File: src/rtl/timer_periph.sv
`timescale 1ns/1ps
// Purpose: memory-mapped interval timer on the CPU I/O bus; optional PWM output when TIMER_PWM_EN is defined.
// Latency: reads are combinational in the access cycle; writes commit on the closing clk edge; irq_code pulses the cycle after expiry.
// Backpressure: none; every access completes in its single bus cycle and the timer never stalls the CPU.
module timer_periph #(
    parameter logic [15:0] BASE_ADDR = 16'h0080,
    parameter logic [2:0]  IRQ_CODE  = 3'b001
) (
    input  logic        clk,
    input  logic        reset,
    input  logic        enable_wishbone,
    input  logic        rd,
    input  logic        wr,
    input  logic [15:0] dir,
    input  logic [7:0]  dato_in,
    output logic [7:0]  dato_out,
    output logic [2:0]  irq_code
`ifdef TIMER_PWM_EN
    ,
    output logic        pwm_out
`endif
);

    localparam logic [2:0] OFF_CTRL   = 3'd0;
    localparam logic [2:0] OFF_PRESC  = 3'd1;
    localparam logic [2:0] OFF_RELOAD = 3'd2;
    localparam logic [2:0] OFF_COUNT  = 3'd3;
    localparam logic [2:0] OFF_STATUS = 3'd4;
    localparam logic [2:0] OFF_CMP    = 3'd5;

    logic       sel, wr_stb, rd_en, ctrl_wr;
    logic [2:0] off;
    logic       tick, expire;

    logic       run_q, run_d;
    logic       irq_en_q, irq_en_d;
    logic       oneshot_q, oneshot_d;
    logic [7:0] presc_q, presc_d;
    logic [7:0] reload_q, reload_d;
    logic [7:0] count_q, count_d;
    logic [7:0] pcnt_q, pcnt_d;
    logic       exp_q, exp_d;
    logic       ovr_q, ovr_d;
    logic [2:0] irq_q, irq_d;
`ifdef TIMER_PWM_EN
    logic [7:0] cmp_q, cmp_d;
    logic       pwm_q, pwm_d;
`endif

    assign sel     = enable_wishbone && (dir[15:3] == BASE_ADDR[15:3]);
    assign wr_stb  = sel && wr;
    assign rd_en   = sel && rd;
    assign off     = dir[2:0];
    assign ctrl_wr = wr_stb && (off == OFF_CTRL);

    // Next-state: CPU writes first, then prescaler/counter; a CTRL write freezes the timer for that cycle.
    always_comb begin
        run_d     = run_q;
        irq_en_d  = irq_en_q;
        oneshot_d = oneshot_q;
        presc_d   = presc_q;
        reload_d  = reload_q;
        count_d   = count_q;
        pcnt_d    = pcnt_q;
        exp_d     = exp_q;
        ovr_d     = ovr_q;
        irq_d     = 3'b000;
        tick      = 1'b0;
        expire    = 1'b0;
`ifdef TIMER_PWM_EN
        cmp_d     = cmp_q;
`endif
        if (wr_stb) begin
            case (off)
                OFF_CTRL: begin
                    run_d     = dato_in[0];
                    irq_en_d  = dato_in[1];
                    oneshot_d = dato_in[2];
                    if (dato_in[3]) begin
                        count_d = reload_q;
                        pcnt_d  = 8'd0;
                    end
                end
                OFF_PRESC:  presc_d  = dato_in;
                OFF_RELOAD: reload_d = dato_in;
                OFF_STATUS: begin
                    if (dato_in[0]) exp_d = 1'b0;
                    if (dato_in[1]) ovr_d = 1'b0;
                end
`ifdef TIMER_PWM_EN
                OFF_CMP:    cmp_d = dato_in;
`endif
                default: ;
            endcase
        end
        // Prescaler only advances while running and not overridden by a CTRL write.
        if (run_q && !ctrl_wr) begin
            if (pcnt_q == presc_q) begin
                pcnt_d = 8'd0;
                tick   = 1'b1;
            end else begin
                pcnt_d = pcnt_q + 8'd1;
            end
        end
        if (tick) begin
            if (count_q == 8'd0) begin
                expire  = 1'b1;
                count_d = reload_q;
            end else begin
                count_d = count_q - 8'd1;
            end
        end
        // Expiry sets beat a same-cycle W1C; OVR looks at the pre-clear EXP.
        if (expire) begin
            exp_d = 1'b1;
            if (exp_q)     ovr_d = 1'b1;
            if (irq_en_q)  irq_d = IRQ_CODE;
            if (oneshot_q) run_d = 1'b0;
        end
`ifdef TIMER_PWM_EN
        pwm_d = run_q && (count_q < cmp_q);
`endif
    end

    // State registers with synchronous reset.
    always_ff @(posedge clk) begin
        if (reset) begin
            run_q     <= 1'b0;
            irq_en_q  <= 1'b0;
            oneshot_q <= 1'b0;
            presc_q   <= 8'd0;
            reload_q  <= 8'd0;
            count_q   <= 8'd0;
            pcnt_q    <= 8'd0;
            exp_q     <= 1'b0;
            ovr_q     <= 1'b0;
            irq_q     <= 3'b000;
`ifdef TIMER_PWM_EN
            cmp_q     <= 8'd0;
            pwm_q     <= 1'b0;
`endif
        end else begin
            run_q     <= run_d;
            irq_en_q  <= irq_en_d;
            oneshot_q <= oneshot_d;
            presc_q   <= presc_d;
            reload_q  <= reload_d;
            count_q   <= count_d;
            pcnt_q    <= pcnt_d;
            exp_q     <= exp_d;
            ovr_q     <= ovr_d;
            irq_q     <= irq_d;
`ifdef TIMER_PWM_EN
            cmp_q     <= cmp_d;
            pwm_q     <= pwm_d;
`endif
        end
    end

    // Read mux drives zero when not selected so several peripherals can be ORed onto one bus.
    always_comb begin
        dato_out = 8'h00;
        if (rd_en) begin
            case (off)
                OFF_CTRL:   dato_out = {5'b0, oneshot_q, irq_en_q, run_q};
                OFF_PRESC:  dato_out = presc_q;
                OFF_RELOAD: dato_out = reload_q;
                OFF_COUNT:  dato_out = count_q;
                OFF_STATUS: dato_out = {6'b0, ovr_q, exp_q};
`ifdef TIMER_PWM_EN
                OFF_CMP:    dato_out = cmp_q;
`endif
                default:    dato_out = 8'h00;
            endcase
        end
    end

    assign irq_code = irq_q;
`ifdef TIMER_PWM_EN
    assign pwm_out  = pwm_q;
`endif

endmodule

File: config.mk
export PLATFORM = sky130hd
export DESIGN_NAME = timer_periph
export DESIGN_NICKNAME = d
export VERILOG_FILES = /design/src/rtl/timer_periph.sv
export SDC_FILE = /design/constraint.sdc
export NUM_CORES = 1
export LEC_CHECK = 0
export BUFFER_PORTS_ARGS = -buffer_cell sky130_fd_sc_hd__buf_2
export CORE_AREA = 2 2 81 83
export CTS_CLUSTER_SIZE = 14
export DETAILED_ROUTE_END_ITERATION = 10
export DIE_AREA = 0 0 83 85
export PLACE_DENSITY = 0.63
export SLEW_MARGIN = 20
export SYNTH_ARGS = -nofsm -noshare
export SYNTH_HDL_FRONTEND = slang
export SYNTH_SLANG_ARGS = --single-unit
File: constraint.sdc
create_clock -name clk -period 2.9 [get_ports clk]
set_clock_uncertainty 0.15 [all_clocks]
set_input_delay 0.58 -clock clk [delete_from_list [all_inputs] [get_ports clk]]
set_output_delay 0.58 -clock clk [all_outputs]
set_load 0.02 [all_outputs]
==> impl_metrics.env <==
export IMPL_row_count=29
export IMPL_crit_slowest_cell="nor4b_4"
export IMPL_finalSetupViolCount=0
export IMPL_path_cells="buf_2, nor4b_4, and4_1, and3_1, nand2b_2, nor2_1, buf_2"
export IMPL_clock_path_buffers=2
export IMPL_ios=40
export IMPL_wl_per_cell_microns=14.89
export IMPL_worstPathArrival_ns=2.02
export IMPL_fmax_mhz=363.4
export IMPL_numCtsBuffers=5
export IMPL_ir_drop_mv=0.2886
export IMPL_synth_edff_count=0
export IMPL_max_cap_violations=0
export IMPL_p_per_area_nw_per_um2=352.5
export IMPL_critPathKind="input port to output port"
export IMPL_critPathLaunch="dir[9]"
export IMPL_htreeDepth=2
export IMPL_finalInstanceArea_sq_um=2734
export IMPL_r2r_cells=6
export IMPL_io_buffers=37
export IMPL_vias=2105
export IMPL_antenna_cells=0
export IMPL_netlist_area_leader_share_pct=32.22
export IMPL_cts_resized=0
export IMPL_gp_routability_congestion=0.8236
export IMPL_finalPower_w=0.0009637
export IMPL_initial_core_util_pct=38.05
export IMPL_synth_seq_cells=38
export IMPL_yosysSeqAreaShare_pct=32.22
export IMPL_grt_pass1_wl_microns=9680
export IMPL_top_usage_layer="met2"
export IMPL_critPathCapture="dato_out[3]"
export IMPL_ys_top_cells_by_area="dfxtp_1 (32%), mux2i_1 (8.1%), nor2_1 (5.9%)"
export IMPL_met1_usage_pct=22.51
export IMPL_hpwl_microns=4332
export IMPL_status="complete, no violations"
export IMPL_antenna_found_initial=0
export IMPL_post_cts_buffers=0
export IMPL_async_reset_ff_share_pct=0
export IMPL_finalMaxSlewViolations=0
export IMPL_drc=0
export IMPL_cp_num_buf_inv=2
export IMPL_hold_viol_final=0
export IMPL_root_buffer="clkbuf_8"
export IMPL_grt_overflow=0
export IMPL_viasPerCell=5.397
export IMPL_synth_warnings=0
export IMPL_multi_input_area_sq_um=1491
export IMPL_first_pass_iters=4
export IMPL_cp_required_ns=2.17
export IMPL_die_y_microns=85
export IMPL_drtIter0Drc=104
export IMPL_seq_area_sq_um=760.7
export IMPL_rsz0062_at_grt="false"
export IMPL_nNetsFinal=344
export IMPL_post_synth_top_area_cell="dfxtp_1"
export IMPL_cts_tree="built"
export IMPL_grt_pass1_vias=1965
export IMPL_regToRegSetupSlack_ns=0.50
export IMPL_syn_area_sq_um=2361
export IMPL_hold_worst_slack_ns=0.3262
export IMPL_syn_avg_cell_area_sq_um=8.586
export IMPL_crit_fanout=6
export IMPL_ctsHoldBuffers=0
export IMPL_use_met3_pct=2.918
export IMPL_met2_usage_pct=27.93
export IMPL_core_sq_um=6205
export IMPL_hold_path_class="flop to flop"
export IMPL_grt_max_degree=49
export IMPL_fin_crit_sh_pct=94.90
export IMPL_grtUsageTotal_pct=16.69
export IMPL_end_kind="output port"
export IMPL_worstMarginPinSlew_ns=0.8544
export IMPL_crit_path_start_kind="input port"
export IMPL_synthDistinctLibCells=55
export IMPL_drive_gt1_share_pct=24.28
export IMPL_yosysMostFrequentCell="dfxtp_1"
export IMPL_crit_family="simple AND/OR/NAND/NOR gates"
export IMPL_r2r_start="count_q[0]$_SDFFE_PP0P_"
export IMPL_final_antenna_net_count=0
export IMPL_syn_to_final_growth_pct=15.79
export IMPL_die_x_microns=83
export IMPL_ys_top_cells_by_count="dfxtp_1 (38), nor2_1 (37), mux2i_1 (19)"
export IMPL_synthCells=275
export IMPL_clk_latency_ns=0.29
export IMPL_min_period_ns=2.752
export IMPL_synth_ff_type="dfxtp_1"
export IMPL_r2r_end="count_q[3]$_SDFFE_PP0P_"
export IMPL_cts_sinks=38
export IMPL_cpPeakStageDelay_ns=0.35
export IMPL_drt_total_wl_microns=5809
export IMPL_clk_pin_slew_ns=0.07
export IMPL_fillCellCount=624
export IMPL_die_area_sq_um=7055
export IMPL_placed_cell_area_sq_um=2640
export IMPL_critical_path_top_cell_by_count="buf_2"
export IMPL_leakage_nw=0.9837
export IMPL_setup_tns_ns=0
export IMPL_slew_headroom_pct=43.04
export IMPL_cp_depth=7
-- cell type report --
| cell class | instances | share of cell area (%) |
|---|---|---|
| clock inverter | 1 | 0.1831 |
| multi-input combinational | 211 | 54.55 |
| timing repair buffer | 47 | 9.519 |
| tap | 77 | 3.524 |
| clock buffer | 7 | 3.158 |
| sequential | 38 | 27.83 |
| inverter | 9 | 1.236 |
-- metrics by stage --
step / cells / utilization (%) / setup slack [ns]
final: 390 / 44.06 / 0.1478
after global routing: 390 / 44.06 / 0.07234
after CTS: 390 / 44.02 / 0.1035
after detailed placement: 382 / 42.55 / 0.1190
after global placement: 382 / 42.55 / 0.1463
after floorplan: 276 / - / 0.4144
-- power breakdown --
group,switching [W],internal [W],leakage (nW)
Sequential,0.00000000115,0.000521,0.306
Combinational,0.0000406,0.0000263,0.630
Clock,0.000184,0.000192,0.0482
-- logic make-up (layout without fill, tap and decap cells) --
group,Yosys count,count (layout),share of synthesized area [%]
compound gates,53,53,15.26
xor+xnor,8,8,2.968
fa+ha+maj,3,3,1.590
buf+inv,27,64,5.140
flops,38,38,32.22
mux,26,26,11.87
other cells,1,2,0.1588
simple gates,119,119,30.79
-- cell usage in the layout (no fill, tap or decap), types with 2 or more instances in the layout --
master and count:
nor3b_1 7, ha_1 3, nand4_1 4, mux2_2 6, clkbuf_8 6, o22ai_1 2, inv_1 9, buf_4 10
nor2b_1 4, and3_1 5, or4b_1 2, nor4b_4 2, nand3b_1 8, mux2i_1 19, o21ai_0 15, nand3_1 6
nand2_1 15, a22oi_1 11, a21oi_1 11, nor2_1 37, buf_2 37, and2_1 2, nor3_1 13, dfxtp_1 38
xnor2_1 8, a31oi_1 2, conb_1 2
-- worst register-to-register path, stage by stage, from the launching register on --
cell and delay [ns]:
dfxtp_1 0.44, inv_1 0.13, ha_1 0.24, nor3b_4 0.17
nor3b_2 0.67, mux2_2 0.42, o2bb2ai_1 0.13
-- sequential cells by signal (all words and copies together), names as in the netlist --
register   count
run_q          1
pcnt_q         8
ovr_q          1
count_q        8
oneshot_q      1
reload_q       8
exp_q          1
irq_code       1
irq_en_q       1
presc_q        8
-- layer usage --
layer  share of wire (%)  vias to the layer above
met5                   0                        -
met4                0.86                        0
met3                 2.2                        5
met2                  51                       25
met1                  46                     1017
li1                    -                     1058
-- worst min path at each step --
stage                                 startpoint                      to  cells past startpoint
after floorplan            irq_en_q$_SDFFE_PP0P_   irq_en_q$_SDFFE_PP0P_                      2
after global placement    oneshot_q$_SDFFE_PP0P_  oneshot_q$_SDFFE_PP0P_                      2
after detailed placement   irq_en_q$_SDFFE_PP0P_   irq_en_q$_SDFFE_PP0P_                      2
after CTS                  irq_en_q$_SDFFE_PP0P_   irq_en_q$_SDFFE_PP0P_                      2
after global routing       irq_en_q$_SDFFE_PP0P_   irq_en_q$_SDFFE_PP0P_                      2
final                      irq_en_q$_SDFFE_PP0P_   irq_en_q$_SDFFE_PP0P_                      2
(Power assumes the default switching activity.)
